`config.mk`:
```
export PLATFORM = sky130hd
export DESIGN_NAME = oam_line_scanner_flat
export DESIGN_NICKNAME = d
export VERILOG_FILES = /design/src/rtl/oam_line_scanner_pkg.sv /design/src/rtl/oam_line_scanner_if.sv /design/src/rtl/oam_line_scanner_line_buffer.sv /design/src/rtl/oam_line_scanner.sv /design/src/flat_wrapper.sv
export SDC_FILE = /design/constraint.sdc
export NUM_CORES = 1
export LEC_CHECK = 0
export BUFFER_PORTS_ARGS = -buffer_cell sky130_fd_sc_hd__buf_4
export CAP_MARGIN = 40
export CORE_MARGIN = 4
export CORE_UTILIZATION = 50
export DETAILED_ROUTE_END_ITERATION = 7
export GPL_ROUTABILITY_DRIVEN = 0
export PLACE_DENSITY_LB_ADDON = 0.15
export SYNTH_ARGS = -nofsm -noshare
export SYNTH_HDL_FRONTEND = slang
export SYNTH_SLANG_ARGS = --single-unit
```
`constraint.sdc`:
```
create_clock -name clk -period 4.5 [get_ports clk]
set_input_delay 0.9 -clock clk [delete_from_list [all_inputs] [get_ports clk]]
set_output_delay 0.9 -clock clk [all_outputs]
set_load 0.01 [all_outputs]
```
`src/rtl/oam_line_scanner_pkg.sv`:
```
// Shared OAM / sprite definitions for the LCD pipeline (scanner and fetcher).
package oam_line_scanner_pkg;

  localparam int OAM_ENTRY_BITS      = 32;
  localparam int OAM_Y_LSB           = 0;
  localparam int OAM_X_LSB           = 8;
  localparam int OAM_TILE_LSB        = 16;
  localparam int OAM_FLAGS_LSB       = 24;
  localparam int FLAG_YFLIP          = 6;
  localparam int LINE_OAM_INDEX_BITS = 8;

  localparam logic [4:0] SPRITE_HEIGHT_8  = 5'd8;
  localparam logic [4:0] SPRITE_HEIGHT_16 = 5'd16;

  typedef enum logic [1:0] {
    ST_IDLE,
    ST_SCAN,
    ST_FINISH
  } ScanState;

  typedef struct packed {
    logic [7:0]                     x;
    logic [7:0]                     tile;
    logic [2:0]                     row;
    logic [7:0]                     flags;
    logic [LINE_OAM_INDEX_BITS-1:0] oam_index;
  } LineSprite;

  typedef struct packed {
    logic       hit;
    logic [3:0] row;
  } RowHit;

  // Screen Y is offset by 16 in OAM, so diff is the row inside the sprite;
  // a sprite below the line wraps to a large 9-bit value and never hits.
  function automatic RowHit SpriteRowHit(input logic [7:0] line_y,
                                         input logic [7:0] ypos,
                                         input logic       size);
    RowHit      res;
    logic [8:0] diff;
    logic [8:0] height;
    diff     = {1'b0, line_y} + 9'd16 - {1'b0, ypos};
    height   = size ? 9'(SPRITE_HEIGHT_16) : 9'(SPRITE_HEIGHT_8);
    res.hit  = (diff < height);
    res.row  = size ? diff[3:0] : {1'b0, diff[2:0]};
    return res;
  endfunction

endpackage

```
`src/rtl/oam_line_scanner_if.sv`:
```
// Synchronous OAM read port: strobe + index out, attributes back one cycle later.
interface oam_line_scanner_if
  import oam_line_scanner_pkg::*;
#(
  parameter int IDX_W = 6
);
  logic                      rd_en;
  logic [IDX_W-1:0]          index;
  logic [OAM_ENTRY_BITS-1:0] attr;

  modport master (output rd_en, output index, input attr);
  modport slave  (input rd_en, input index, output attr);
endinterface

```
`src/rtl/oam_line_scanner_line_buffer.sv`:
```
// Per-line sprite result store: append-only during a scan, indexed read for the fetcher.
module sprite_line_buffer
  import oam_line_scanner_pkg::*;
#(
  parameter int DEPTH = 10,
  parameter int CNT_W = $clog2(DEPTH + 1),
  parameter int SEL_W = (DEPTH > 1) ? $clog2(DEPTH) : 1
) (
  input  logic             clk,
  input  logic             reset_n,
  input  logic             i_clear,
  input  logic             i_wr_en,
  input  LineSprite        i_wr_data,
  output logic [CNT_W-1:0] o_count,
  output logic             o_full,
  input  logic [SEL_W-1:0] i_rd_idx,
  output LineSprite        o_rd_data
);

  LineSprite        r_mem [DEPTH];
  logic [CNT_W-1:0] r_count;

  assign o_full  = (r_count == CNT_W'(DEPTH));
  assign o_count = r_count;

  // Append at the current fill level; a clear only rewinds the count.
  always_ff @(posedge clk or negedge reset_n) begin
    if (!reset_n) begin
      r_count <= '0;
      for (int i = 0; i < DEPTH; i++) r_mem[i] <= '0;
    end else if (i_clear) begin
      r_count <= '0;
    end else if (i_wr_en && !o_full) begin
      r_mem[SEL_W'(r_count)] <= i_wr_data;
      r_count                <= r_count + 1'b1;
    end
  end

  // Slots beyond the fill level read as zero so stale entries never leak out.
  always_comb begin
    o_rd_data = '0;
    if (CNT_W'(i_rd_idx) < r_count) o_rd_data = r_mem[i_rd_idx];
  end

endmodule

```
`src/rtl/oam_line_scanner.sv`:
```
// Mode-2 OAM search: walks the sprite table once per line and keeps the
// first MAX_PER_LINE sprites that cover line LY, flagging any excess.
module oam_line_scanner
  import oam_line_scanner_pkg::*;
#(
  parameter int  NUM_SPRITES      = 40,
  parameter int  MAX_PER_LINE     = 10,
  parameter int  CYCLES_PER_ENTRY = 2,
  localparam int IDX_W  = (NUM_SPRITES > 1) ? $clog2(NUM_SPRITES) : 1,
  localparam int CNT_W  = $clog2(MAX_PER_LINE + 1),
  localparam int SEL_W  = (MAX_PER_LINE > 1) ? $clog2(MAX_PER_LINE) : 1
) (
  input  logic                      clk,
  input  logic                      reset_n,
  input  logic                      i_start,
  input  logic [7:0]                i_line_y,
  input  logic                      i_sprite_size,
  input  logic                      i_sprite_enable,
  oam_line_scanner_if.master        oam,
  output logic                      o_busy,
  output logic                      o_done,
  output logic [CNT_W-1:0]          o_hit_count,
  output logic                      o_overflow,
  input  logic [SEL_W-1:0]          i_sel_idx,
  output logic [7:0]                o_sel_x,
  output logic [7:0]                o_sel_tile,
  output logic [2:0]                o_sel_row,
  output logic [7:0]                o_sel_flags,
  output logic [IDX_W-1:0]          o_sel_oam_index
);

  localparam int PACE_W = (CYCLES_PER_ENTRY > 1) ? $clog2(CYCLES_PER_ENTRY) : 1;
  localparam logic [PACE_W-1:0] PACE_LAST  = PACE_W'(CYCLES_PER_ENTRY - 1);
  localparam logic [IDX_W-1:0]  ENTRY_LAST = IDX_W'(NUM_SPRITES - 1);

  ScanState          r_state, w_stateNxt;
  logic [PACE_W-1:0] r_pace, w_paceNxt;
  logic [IDX_W-1:0]  r_entry, w_entryNxt;
  logic [7:0]        r_lineY;
  logic              r_size;
  logic              r_evalValid;
  logic [IDX_W-1:0]  r_evalIdx;
  logic              r_done;
  logic              r_overflow;

  logic              w_rdEn;
  logic              w_accept;
  logic              w_full;
  logic              w_evalHit;
  RowHit             w_rowHit;
  logic [3:0]        w_rowFinal;
  LineSprite         w_newSprite;
  LineSprite         w_sel;
  logic              w_unused_selIdxHi;

  // Next-state and read-strobe decode; reads are issued every CYCLES_PER_ENTRY in SCAN.
  always_comb begin
    w_stateNxt = r_state;
    w_paceNxt  = r_pace;
    w_entryNxt = r_entry;
    w_rdEn     = 1'b0;
    w_accept   = 1'b0;
    case (r_state)
      ST_IDLE: begin
        if (i_start) begin
          w_accept   = 1'b1;
          w_paceNxt  = '0;
          w_entryNxt = '0;
          w_stateNxt = i_sprite_enable ? ST_SCAN : ST_FINISH;
        end
      end
      ST_SCAN: begin
        w_rdEn    = (r_pace == '0);
        w_paceNxt = (r_pace == PACE_LAST) ? '0 : r_pace + 1'b1;
        if (w_rdEn) begin
          w_entryNxt = r_entry + 1'b1;
          if (r_entry == ENTRY_LAST) w_stateNxt = ST_FINISH;
        end
      end
      ST_FINISH: w_stateNxt = ST_IDLE;
      default:   w_stateNxt = ST_IDLE;
    endcase
  end

  // FSM, pacing and read-pipeline registers; FINISH covers the last data cycle.
  always_ff @(posedge clk or negedge reset_n) begin
    if (!reset_n) begin
      r_state     <= ST_IDLE;
      r_pace      <= '0;
      r_entry     <= '0;
      r_lineY     <= '0;
      r_size      <= 1'b0;
      r_evalValid <= 1'b0;
      r_evalIdx   <= '0;
      r_done      <= 1'b0;
      r_overflow  <= 1'b0;
    end else begin
      r_state     <= w_stateNxt;
      r_pace      <= w_paceNxt;
      r_entry     <= w_entryNxt;
      r_evalValid <= w_rdEn;
      r_evalIdx   <= r_entry;
      r_done      <= (r_state == ST_FINISH);
      if (w_accept && i_sprite_enable) begin
        r_lineY <= i_line_y;
        r_size  <= i_sprite_size;
      end
      if (w_accept)
        r_overflow <= 1'b0;
      else if (w_evalHit && w_full)
        r_overflow <= 1'b1;
    end
  end

  // Hit test and result formatting for the attributes returned by the previous read.
  always_comb begin
    w_newSprite = '0;
    w_rowHit    = SpriteRowHit(r_lineY, oam.attr[OAM_Y_LSB +: 8], r_size);
    w_rowFinal  = w_rowHit.row;
    if (oam.attr[OAM_FLAGS_LSB + FLAG_YFLIP])
      w_rowFinal = (r_size ? 4'd15 : 4'd7) - w_rowHit.row;
    w_newSprite.x         = oam.attr[OAM_X_LSB +: 8];
    w_newSprite.tile      = r_size ? {oam.attr[OAM_TILE_LSB + 1 +: 7], w_rowFinal[3]}
                                   : oam.attr[OAM_TILE_LSB +: 8];
    w_newSprite.row       = w_rowFinal[2:0];
    w_newSprite.flags     = oam.attr[OAM_FLAGS_LSB +: 8];
    w_newSprite.oam_index = LINE_OAM_INDEX_BITS'(r_evalIdx);
  end

  assign w_evalHit = r_evalValid && w_rowHit.hit;

  sprite_line_buffer #(
    .DEPTH (MAX_PER_LINE),
    .CNT_W (CNT_W),
    .SEL_W (SEL_W)
  ) u_buffer (
    .clk       (clk),
    .reset_n   (reset_n),
    .i_clear   (w_accept),
    .i_wr_en   (w_evalHit),
    .i_wr_data (w_newSprite),
    .o_count   (o_hit_count),
    .o_full    (w_full),
    .i_rd_idx  (i_sel_idx),
    .o_rd_data (w_sel)
  );

  assign oam.rd_en       = w_rdEn;
  assign oam.index       = w_rdEn ? r_entry : '0;
  assign o_busy          = (r_state != ST_IDLE);
  assign o_done          = r_done;
  assign o_overflow      = r_overflow;
  assign o_sel_x         = w_sel.x;
  assign o_sel_tile      = w_sel.tile;
  assign o_sel_row       = w_sel.row;
  assign o_sel_flags     = w_sel.flags;
  assign o_sel_oam_index = w_sel.oam_index[IDX_W-1:0];
  assign w_unused_selIdxHi = ^w_sel.oam_index;

endmodule

```
`src/flat_wrapper.sv`:
```
// flat-port wrapper written by rule: the top's interface ports become plain ports
module oam_line_scanner_flat import oam_line_scanner_pkg::*;
#(
  parameter int  NUM_SPRITES      = 40,
  parameter int  MAX_PER_LINE     = 10,
  parameter int  CYCLES_PER_ENTRY = 2,
  localparam int IDX_W  = (NUM_SPRITES > 1) ? $clog2(NUM_SPRITES) : 1,
  localparam int CNT_W  = $clog2(MAX_PER_LINE + 1),
  localparam int SEL_W  = (MAX_PER_LINE > 1) ? $clog2(MAX_PER_LINE) : 1
)
  (clk, reset_n, i_start, i_line_y, i_sprite_size, i_sprite_enable, o_busy, o_done, o_hit_count, o_overflow, i_sel_idx, o_sel_x, o_sel_tile, o_sel_row, o_sel_flags, o_sel_oam_index, oam_rd_en, oam_index, oam_attr);
  oam_line_scanner_if #(.IDX_W((6))) oam_i ();
  input  logic clk;
  input  logic reset_n;
  input  logic i_start;
  input  logic [7:0] i_line_y;
  input  logic i_sprite_size;
  input  logic i_sprite_enable;
  output logic o_busy;
  output logic o_done;
  output logic [CNT_W-1:0] o_hit_count;
  output logic o_overflow;
  input  logic [SEL_W-1:0] i_sel_idx;
  output logic [7:0] o_sel_x;
  output logic [7:0] o_sel_tile;
  output logic [2:0] o_sel_row;
  output logic [7:0] o_sel_flags;
  output logic [IDX_W-1:0] o_sel_oam_index;
  output wire logic [$bits(oam_i.rd_en)-1:0] oam_rd_en;
  output wire logic [$bits(oam_i.index)-1:0] oam_index;
  input wire logic [$bits(oam_i.attr)-1:0] oam_attr;
  assign oam_rd_en = oam_i.rd_en;
  assign oam_index = oam_i.index;
  assign oam_i.attr = oam_attr;
  oam_line_scanner #(.NUM_SPRITES(NUM_SPRITES), .MAX_PER_LINE(MAX_PER_LINE), .CYCLES_PER_ENTRY(CYCLES_PER_ENTRY)) u_core (.clk(clk), .reset_n(reset_n), .i_start(i_start), .i_line_y(i_line_y), .i_sprite_size(i_sprite_size), .i_sprite_enable(i_sprite_enable), .oam(oam_i), .o_busy(o_busy), .o_done(o_done), .o_hit_count(o_hit_count), .o_overflow(o_overflow), .i_sel_idx(i_sel_idx), .o_sel_x(o_sel_x), .o_sel_tile(o_sel_tile), .o_sel_row(o_sel_row), .o_sel_flags(o_sel_flags), .o_sel_oam_index(o_sel_oam_index));
endmodule
```
==> results of run 1 <==
==> stage by stage <==
stage	cells	power, mW	area (um^2)	util, %
global placement	1648	5.11	18700	54.2
global route	1717	8.63	19900	57.8
floorplan	1157	4.67	17400	-
finish	1717	8.23	19900	57.8
CTS	1717	8.34	19900	57.8
detailed placement	1648	5.12	18700	54.2
==> worst max-delay path by stage <==
stage / slack, ns / cells after the start / startpoint / endpoint
floorplan: 0.81 / 13 / oam_attr[2] / u_core.u_buffer.r_mem[175]
global placement: 0.23 / 15 / oam_attr[2] / u_core.u_buffer.r_mem[239]
detailed placement: 0.16 / 15 / oam_attr[2] / u_core.u_buffer.r_mem[243]
CTS: 0.64 / 7 / i_sel_idx[0] / o_sel_flags[4]
global route: 0.50 / 15 / oam_attr[2] / u_core.u_buffer.r_mem[239]
finish: 0.66 / 15 / oam_attr[2] / u_core.u_buffer.r_mem[239]
==> cell type report <==
type | count | area, um^2
repair buffers | 134 | 1170
inverters | 21 | 78.8
fillers | 2732 | 14500
clock buffers | 60 | 1160
flip-flops and latches | 361 | 9030
multi-input cells | 677 | 7820
well taps | 455 | 569
clock inverters | 9 | 105
==> flip-flops by register name (all words and copies together) (netlist names) <==
register and cells:
u_core.r_pace 1, u_core.r_state 2, u_core.u_buffer.o_count 4, u_core.r_entry 6
u_core.r_size 1, u_core.o_done 1, u_core.o_overflow 1, u_core.r_evalValid 1
u_core.r_evalIdx 6, u_core.u_buffer.r_mem 330, u_core.r_lineY 8
==> routing by layer <==
metal  routed length [um]  vias up
met4                  658        2
met3                 1470       51
met2                18400      176
met5                   20        -
met1                17900     5261
li1                     -     4390
==> logic make-up (layout without fill, tap and decap cells) <==
logic type / Yosys count / after routing / synth area share [%]
flops: 361 / 361 / 51.9
mux: 470 / 470 / 36.1
fa+ha+maj: 25 / 25 / 1.84
compound gates: 71 / 71 / 2.58
simple gates: 102 / 102 / 3.72
xor+xnor: 9 / 9 / 0.453
buf+inv: 119 / 224 / 3.35
==> where the power goes <==
part | switching [mW] | internal (mW) | total (mW)
registers | 0.190 | 3.48 | 3.67
logic | 0.720 | 0.671 | 1.39
clock network | 1.28 | 1.89 | 3.17
==> synthesized netlist by cell type, types with 2 or more instances <==
| cell type | instances | share of area (%) |
|---|---|---|
| clkbuf_1 | 26 | 0.56 |
| mux2_1 | 40 | 2.6 |
| nand2b_1 | 4 | 0.14 |
| mux2_4 | 90 | 7.8 |
| nand3_4 | 2 | 0.20 |
| mux2i_1 | 66 | 3.8 |
| buf_2 | 16 | 0.46 |
| dfrtp_1 | 361 | 52 |
| nand4_4 | 3 | 0.37 |
| o21ai_0 | 11 | 0.32 |
| ha_1 | 24 | 1.7 |
| nor2_2 | 4 | 0.14 |
| nor4_1 | 2 | 0.072 |
| o21bai_1 | 2 | 0.086 |
| nand3_1 | 10 | 0.29 |
| buf_6 | 9 | 0.58 |
| a21o_1 | 5 | 0.22 |
| o21ai_1 | 2 | 0.058 |
| xor2_1 | 8 | 0.40 |
| mux4_2 | 66 | 8.5 |
| o22ai_1 | 33 | 1.2 |
| nor2_1 | 12 | 0.26 |
| or3_1 | 3 | 0.11 |
| and2_1 | 39 | 1.4 |
| buf_1 | 34 | 0.73 |
| nor2b_1 | 3 | 0.11 |
| a22o_1 | 2 | 0.10 |
| a21oi_1 | 10 | 0.29 |
| inv_1 | 20 | 0.43 |
| nand4_1 | 5 | 0.18 |
| and4_1 | 2 | 0.10 |
| mux2_2 | 208 | 13 |
| buf_4 | 13 | 0.56 |
| nand2_1 | 9 | 0.19 |
==> worst max-delay path, stage by stage <==
cell and delay, ns:
buf_4 0.08, inv_1 0.03, ha_1 0.33, ha_1 0.32
a21o_1 0.18, a211oi_1 0.23, nor2_1 0.07, ha_1 0.26
o21ai_0 0.08, o2111a_1 0.25, and4_1 0.51, buf_4 0.23
nand4_1 0.13, buf_4 0.32, mux2_2 0.32
==> run_results.csv, run 1 <==
group,metric,value,unit
run_status,status,"complete, no violations",
timing,setup_viol,0,
run,drv_cap,0,
synthesis,synthFlopType,"dfrtp_1",
synthesis,synth_nets,1231,
layout,final_common_cell,"dfrtp_1",
synthesis,syn_area_per_cell,15.0,um^2
layout,mostFrequentLayoutCells,"dfrtp_1 (361), mux2_2 (208), buf_4 (120)",
pwr,p_per_area,413,nW/um^2
grt,grt_busiest_layer,"met2",
grt,use_met2,32.9,%
critical_path,critPathKind,"input pin to flip-flop",
synthesis,synth_area,17400,um^2
layout,area_growth_syn_to_layout,14.5,%
floorplan,fp.coreArea,34500,um^2
grt,grt_use_met3,3.05,%
floorplan,die-area,37900,um^2
floorplan,fp.dieW,195,um
cts,holdBufCountCts,0,
grt,antenna_found_initial,1,
placement,hpwl,23400,um
timing,worstMarginPinSlew,0.824,ns
floorplan,die_y,195,um
synthesis,synth-edff-count,0,
synthesis,yosys.cell_types.count,47,
cts,cts_made_buffers,40,
timing,period_needed,3.84,ns
route,num_vias,9880,
critical_path,reg2reg_depth,13,
cts,cts_root_buf,"clkbuf_16",
layout,drive_gt1_share,44.8,%
route,viasPerCell,5.75,
timing,fin_tns_setup,0,ns
synthesis,syn_inst,1157,
critical_path,r2r_end,"u_core.u_buffer.r_mem[239]",
grt,grt_util_met1,30.1,%
grt,overflow,0,
pwr,ir_drop,0.302,mV
grt,track_usage,20.5,%
timing,hold_viol,0,
timing,whs,0.373,ns
layout,nets,1309,
route,first_pass_iters,4,
timing,maxSlewViolCount,0,
route,drc,0,
timing,skew,0.00830,ns
critical_path,cp.arrival,4.24,ns
grt,grt_pass1_wl,62000,um
critical_path,crit_required,4.90,ns
cts,cts_tree,"built",
cts,cts_setup_buffers,0,
timing,fin_crit_sh,85.2,%
critical_path,startpoint_type,"input pin",
critical_path,ff2ff_setup_slack,0.78,ns
timing,rsz0062_at_grt,"no",
timing,layout_setup_ws,0.664,ns
cts,clk_pin_slew_worst_paths,0.05,ns
synthesis,yosysSeqAreaShare,51.9,%
cts,clock_path_buffers,3,
critical_path,cp-end-kind,"flip-flop",
critical_path,timing.rr.start,"u_core.r_lineY[2]",
critical_path,worstPathMaxFanout,25,
placement,pre_cts_slack,0.158,ns
cts,post_cts_resized,0,
grt,grt_max_degree,92,
route,antenna_left,0,
layout,antenna_cells,0,
floorplan,rows,68,
floorplan,initial_core_util,50.5,%
cts,cts.htree.levels,2,
cts,cts_sinks,361,
placement,io_buffer_count,95,
route,totalWireLength,38500,um
synthesis,ys_seq_elements,361,
route,wire_per_inst,22.4,um
grt,grt_pass1_vias,10623,
synthesis,yosysWarnings,0,
timing,fmax,261,MHz
floorplan,ioPinCount,96,
route,drt_iter0_markers,447,
min_path,hp-class,"input pin to asynchronous set/reset pin",
synthesis,async_flop_share,100,%
timing,relSlewSlack,44.6,%
cts,clkLatencyLatePin,0.53,ns
pwr,leakage,10.1,nW
(Power assumes the default switching activity.)
==> run 2, diff against run 1 <==
Settings changed: PLACE_DENSITY_LB_ADDON 0.15 to 0.2.
==> run 2 against run 1 <==
Effect of this change: worst setup slack worse by 0.090 ns; die area unchanged; clock-buffer cell count is 1 lower; largest power group unchanged; register-to-register slack improved by 0.15 ns; power increased by 0.36%; via count decreased by 1.5%; wire length decreased by 1.4%; worst hold slack got worse by 0.011 ns; non-clock buffer count fell by 6.
==> run_results.csv, run 2 (same netlist as run 1, synthesis figures left out) <==
group,metric,value,unit
run_status,status,"complete, no violations",
cts,clkLatencyLatePin,0.52,ns
placement,io_buffer_count,95,
timing,fin_tns_setup,0,ns
grt,antenna_found_initial,2,
layout,reg_top3,"u_core.u_buffer.r_mem (330), u_core.r_lineY (8)",
timing,skew,0.0118,ns
cts,cts_setup_buffers,0,
pwr,p_per_area,413,nW/um^2
layout,nets,1303,
grt,grt_pass1_wl,61800,um
route,drt_iter0_markers,344,
critical_path,cp.arrival,3.03,ns
grt,grt_max_degree,90,
cts,holdBufCountCts,0,
grt,track_usage,20.3,%
route,viasPerCell,5.69,
critical_path,cp-end-kind,"output pin",
route,totalWireLength,37900,um
layout,final_common_cell,"dfrtp_1",
cts,cts.htree.levels,2,
route,first_pass_iters,4,
placement,hpwl,23100,um
cts,cts_tree,"built",
route,num_vias,9735,
grt,overflow,0,
grt,grt_pass1_vias,10535,
timing,worstMarginPinSlew,0.881,ns
route,drc,0,
critical_path,worstPathMaxFanout,22,
timing,rsz0062_at_grt,"no",
timing,period_needed,3.93,ns
timing,relSlewSlack,40.7,%
floorplan,initial_core_util,50.5,%
cts,post_cts_resized,0,
min_path,hp-class,"input pin to asynchronous set/reset pin",
layout,area_growth_syn_to_layout,14.7,%
cts,cts_made_buffers,40,
floorplan,die_y,195,um
critical_path,crit_required,3.60,ns
critical_path,startpoint_type,"flip-flop",
floorplan,fp.coreArea,34500,um^2
timing,fmax,255,MHz
layout,drive_gt1_share,44.9,%
timing,layout_setup_ws,0.573,ns
floorplan,ioPinCount,96,
cts,cts_root_buf,"clkbuf_16",
cts,clk_pin_slew_worst_paths,0.05,ns
run,drv_cap,0,
floorplan,fp.dieW,195,um
pwr,ir_drop,0.274,mV
placement,pre_cts_slack,0.237,ns
critical_path,critPathKind,"flip-flop to output pin",
floorplan,rows,68,
timing,hold_viol,0,
timing,maxSlewViolCount,0,
timing,setup_viol,0,
cts,clock_path_buffers,3,
route,antenna_left,0,
layout,largest_register_ff_count,330,
route,wire_per_inst,22.2,um
timing,fin_crit_sh,87.3,%
cts,cts_sinks,361,
floorplan,die-area,37900,um^2
layout,largest-register,"u_core.u_buffer.r_mem",
pwr,leakage,10.1,nW
layout,mostFrequentLayoutCells,"dfrtp_1 (361), mux2_2 (208), buf_4 (110)",
[run 2: cell count changes in the layout (fill, tap and decap cells not counted), moves of 2 or more]
cell      delta
buf_4       -10
clkbuf_1     -5
buf_12       +4
clkbuf_8     +4
inv_6        -2
[run 2: through the flow]
step	hold WS (ns)	instances	cell area [um^2]	power, mW	util [%]
after floorplan	0.394	1157	17400	4.67	-
after global placement	0.434	1642	18700	5.10	54.2
after detailed placement	0.434	1642	18700	5.13	54.2
after CTS	0.392	1709	20000	8.35	57.9
after global routing	0.406	1709	20000	8.65	57.9
final	0.363	1710	20000	8.26	57.9
[run 2: critical path: stages, from the launching register on]
cell      delay [ns]
dfrtp_1         0.56
clkinv_1        0.38
ha_1            0.40
a21o_1          0.19
a21oi_4         0.37
buf_12          0.23
and2_1          0.22
buf_4           0.15
[run 2: final cells by class]
class / count / area [um^2]
diodes: 1 / 2.50
clock buffers: 59 / 1190
clock inverters: 8 / 96.3
fillers: 2783 / 14500
inverters: 21 / 78.8
multi-input cells: 677 / 7820
flip-flops and latches: 361 / 9030
well taps: 455 / 569
repair buffers: 128 / 1170
[run 2: power breakdown]
group | internal [mW] | switching [mW] | leakage [nW]
Clock | 1.94 | 1.26 | 0.640
Sequential | 3.48 | 0.198 | 5.00
Combinational | 0.674 | 0.707 | 4.43
[run 2: worst paths after layout]
kind	startpoint	end	slack (ns)	cells past startpoint
max	u_core.u_buffer.o_count[2]	o_sel_row[2]	0.57	7
min in group clk	u_core.r_entry[5]	u_core.r_evalIdx[5]	0.45	0
min	reset_n	u_core.u_buffer.r_mem[29]	0.36	1
max in group asynchronous	reset_n	u_core.u_buffer.r_mem[162]	3.05	2
min reg2reg	u_core.r_entry[5]	u_core.r_evalIdx[5]	0.45	0
max reg2reg	u_core.r_lineY[2]	u_core.u_buffer.r_mem[240]	0.93	13
[run 2: per-layer routing]
layer  up-vias  GRT usage, %  share of wire, %
li1       4377             -                 -
met1      5157          29.2                46
met2       157          33.1                48
met3        44          3.61               4.2
met4         0          3.88               1.4
met5         -             0                 0
==> run 3, diff against run 2 <==
Settings changed: CORE_UTILIZATION 50 to 61, HOLD_SLACK_MARGIN set to 0.05.
==> run 3 against run 2 <==
Effect of this change: worst setup slack lost 0.13 ns; sequential share of layout area up 0.41 points; power down 0.37%; worst hold slack gained 0.090 ns; clock power fell by 1%; critical path depth grew 1; register-to-register slack lost 0.03 ns; clock-buffer cell count is 7 lower.
==> run_results.csv, run 3 (same netlist as run 1, synthesis figures left out) <==
group,metric,value,unit
layout,mostFrequentLayoutCells,"dfrtp_1 (361), mux2_2 (208), buf_4 (118)",
timing,fmax,246,MHz
route,num_vias,9902,
grt,grt_pass1_wl,59700,um
layout,final_area,19800,um^2
grt,antenna_found_initial,0,
cts,cts_tree,"built",
route,wire_per_inst,22.6,um
run_status,status,"complete, no violations",
layout,reg_top3,"u_core.u_buffer.r_mem (330), u_core.r_lineY (8)",
layout,area_growth_syn_to_layout,13.7,%
cts,clk_pin_slew_worst_paths,0.06,ns
layout,nets,1304,
route,viasPerCell,6.06,
cts,post_cts_resized,0,
floorplan,die_y,177,um
route,drt_iter0_markers,601,
cts,holdBufCountCts,0,
timing,whs,0.453,ns
placement,dp.cells,1568,
critical_path,crit_path_frequent_cell,"buf_4",
layout,fin_util,70.8,%
timing,relSlewSlack,33.0,%
pwr,power,8.23,mW
route,met1Wirelength,16700,um
timing,fin_crit_sh,90.3,%
placement,hpwl,21900,um
critical_path,startpoint_type,"input pin",
grt,track_usage,24.2,%
layout,largest_register_ff_count,330,
floorplan,initial_core_util,62.3,%
critical_path,worstPathMaxFanout,35,
layout,drive_gt1_share,45.0,%
cts,clock_path_buffers,3,
pwr,leakage,10.0,nW
critical_path,crit_family,"buffers and inverters",
grt,grt_max_degree,133,
route,first_pass_iters,4,
critical_path,cp_slowest_stage_delay,0.56,ns
route,met3_length,1360,um
placement,pre_cts_slack,0.249,ns
timing,maxSlewViolCount,0,
pwr,p_per_area,416,nW/um^2
timing,layout_setup_ws,0.439,ns
timing,worstMarginPinSlew,1.00,ns
cts,cts_root_buf,"clkbuf_16",
critical_path,crit_required,3.60,ns
route,totalWireLength,37000,um
pwr,ir_drop,0.451,mV
min_path,hp-class,"flip-flop to flip-flop",
grt,grt_pass1_vias,10620,
placement,placed_cell_area,18500,um^2
floorplan,rows,61,
timing,setup_viol,0,
critical_path,worst-path-buf-inv,4,
cts,cts_sinks,361,
timing,rsz0062_at_grt,"no",
floorplan,fp.coreArea,27900,um^2
route,antenna_left,0,
placement,io_buffer_count,95,
cts,cts_setup_buffers,0,
critical_path,slowest_stage,"buf_4",
layout,largest-register,"u_core.u_buffer.r_mem",
cts,cts.htree.levels,2,
critical_path,cp.arrival,3.16,ns
critical_path,cp-end-kind,"output pin",
timing,skew,0.0124,ns
critical_path,path_cells,"buf_4 -> buf_4 -> buf_4 -> mux4_2 -> mux2i_1 -> o22ai_1 -> and2_1 -> buf_4",
timing,period_needed,4.06,ns
route,dr.max_layer_used,"met4",
grt,overflow,0,
floorplan,fp.dieW,177,um
timing,fin_tns_setup,0,ns
critical_path,ff2ff_setup_slack,0.90,ns
run,drv_cap,0,
layout,layout.cells.non_filler,1635,
cts,cts_made_buffers,38,
layout,antenna_cells,0,
layout,final_common_cell,"dfrtp_1",
route,drc,0,
floorplan,die-area,31300,um^2
cts,clkLatencyLatePin,0.52,ns
floorplan,ioPinCount,96,
critical_path,critPathKind,"input pin to output pin",
route,met2WireLength,18400,um
timing,hold_viol,0,
[run 3: cell types whose count changed in the layout (fill, tap and decap cells not counted), sizes merged]
cell | previous run | this run
clkbuf | 59 | 52
diode | 1 | 0
clkinvlp | 0 | 3
bufinv | 2 | 4
buf | 128 | 131
clkinv | 6 | 8
[run 3: layout make-up]
class / instances / area (um^2)
Tap cell: 378 / 473
Sequential cell: 361 / 9030
Timing Repair Buffer: 131 / 1130
Inverter: 21 / 78.8
Clock inverter: 15 / 186
Multi-Input combinational cell: 677 / 7810
Fill cell: 1945 / 8150
Clock buffer: 52 / 1070
[run 3: power by group]
part	switching [mW]	leakage, nW	internal (mW)
Clock	1.25	0.615	1.91
Sequential	0.196	5.00	3.48
Combinational	0.721	4.41	0.672
[run 3: final timing paths]
| path | cells after the start | start | endpoint |
|---|---|---|---|
| worst min register to register | 0 | u_core.r_entry[5] | u_core.r_evalIdx[5] |
| worst max-delay path | 8 | i_sel_idx[1] | o_sel_row[0] |
| worst min-delay path | 0 | u_core.r_entry[5] | u_core.r_evalIdx[5] |
| worst max register to register | 12 | u_core.r_lineY[2] | u_core.u_buffer.r_mem[94] |
| min in group asynchronous | 1 | reset_n | u_core.u_buffer.r_mem[133] |
| max in group asynchronous | 2 | reset_n | u_core.r_evalIdx[4] |
[run 3: worst register-to-register path, delay by kind of cell (launching register included)]
family                   cells  cell delay (ns)
adder cells (fa/ha/maj)      3             0.89
AND/OR/NAND/NOR              3             0.77
AO/OA/AOI/OAI                4             0.75
multiplexers                 1             0.37
flip-flops                   1             0.38
buffers and inverters        1             0.33
[run 3: metal layers]
layer	global-route usage (%)	vias up
met3	3.01	44
met4	5.19	0
met2	40.5	200
li1	-	4382
met5	0	-
met1	34.7	5276
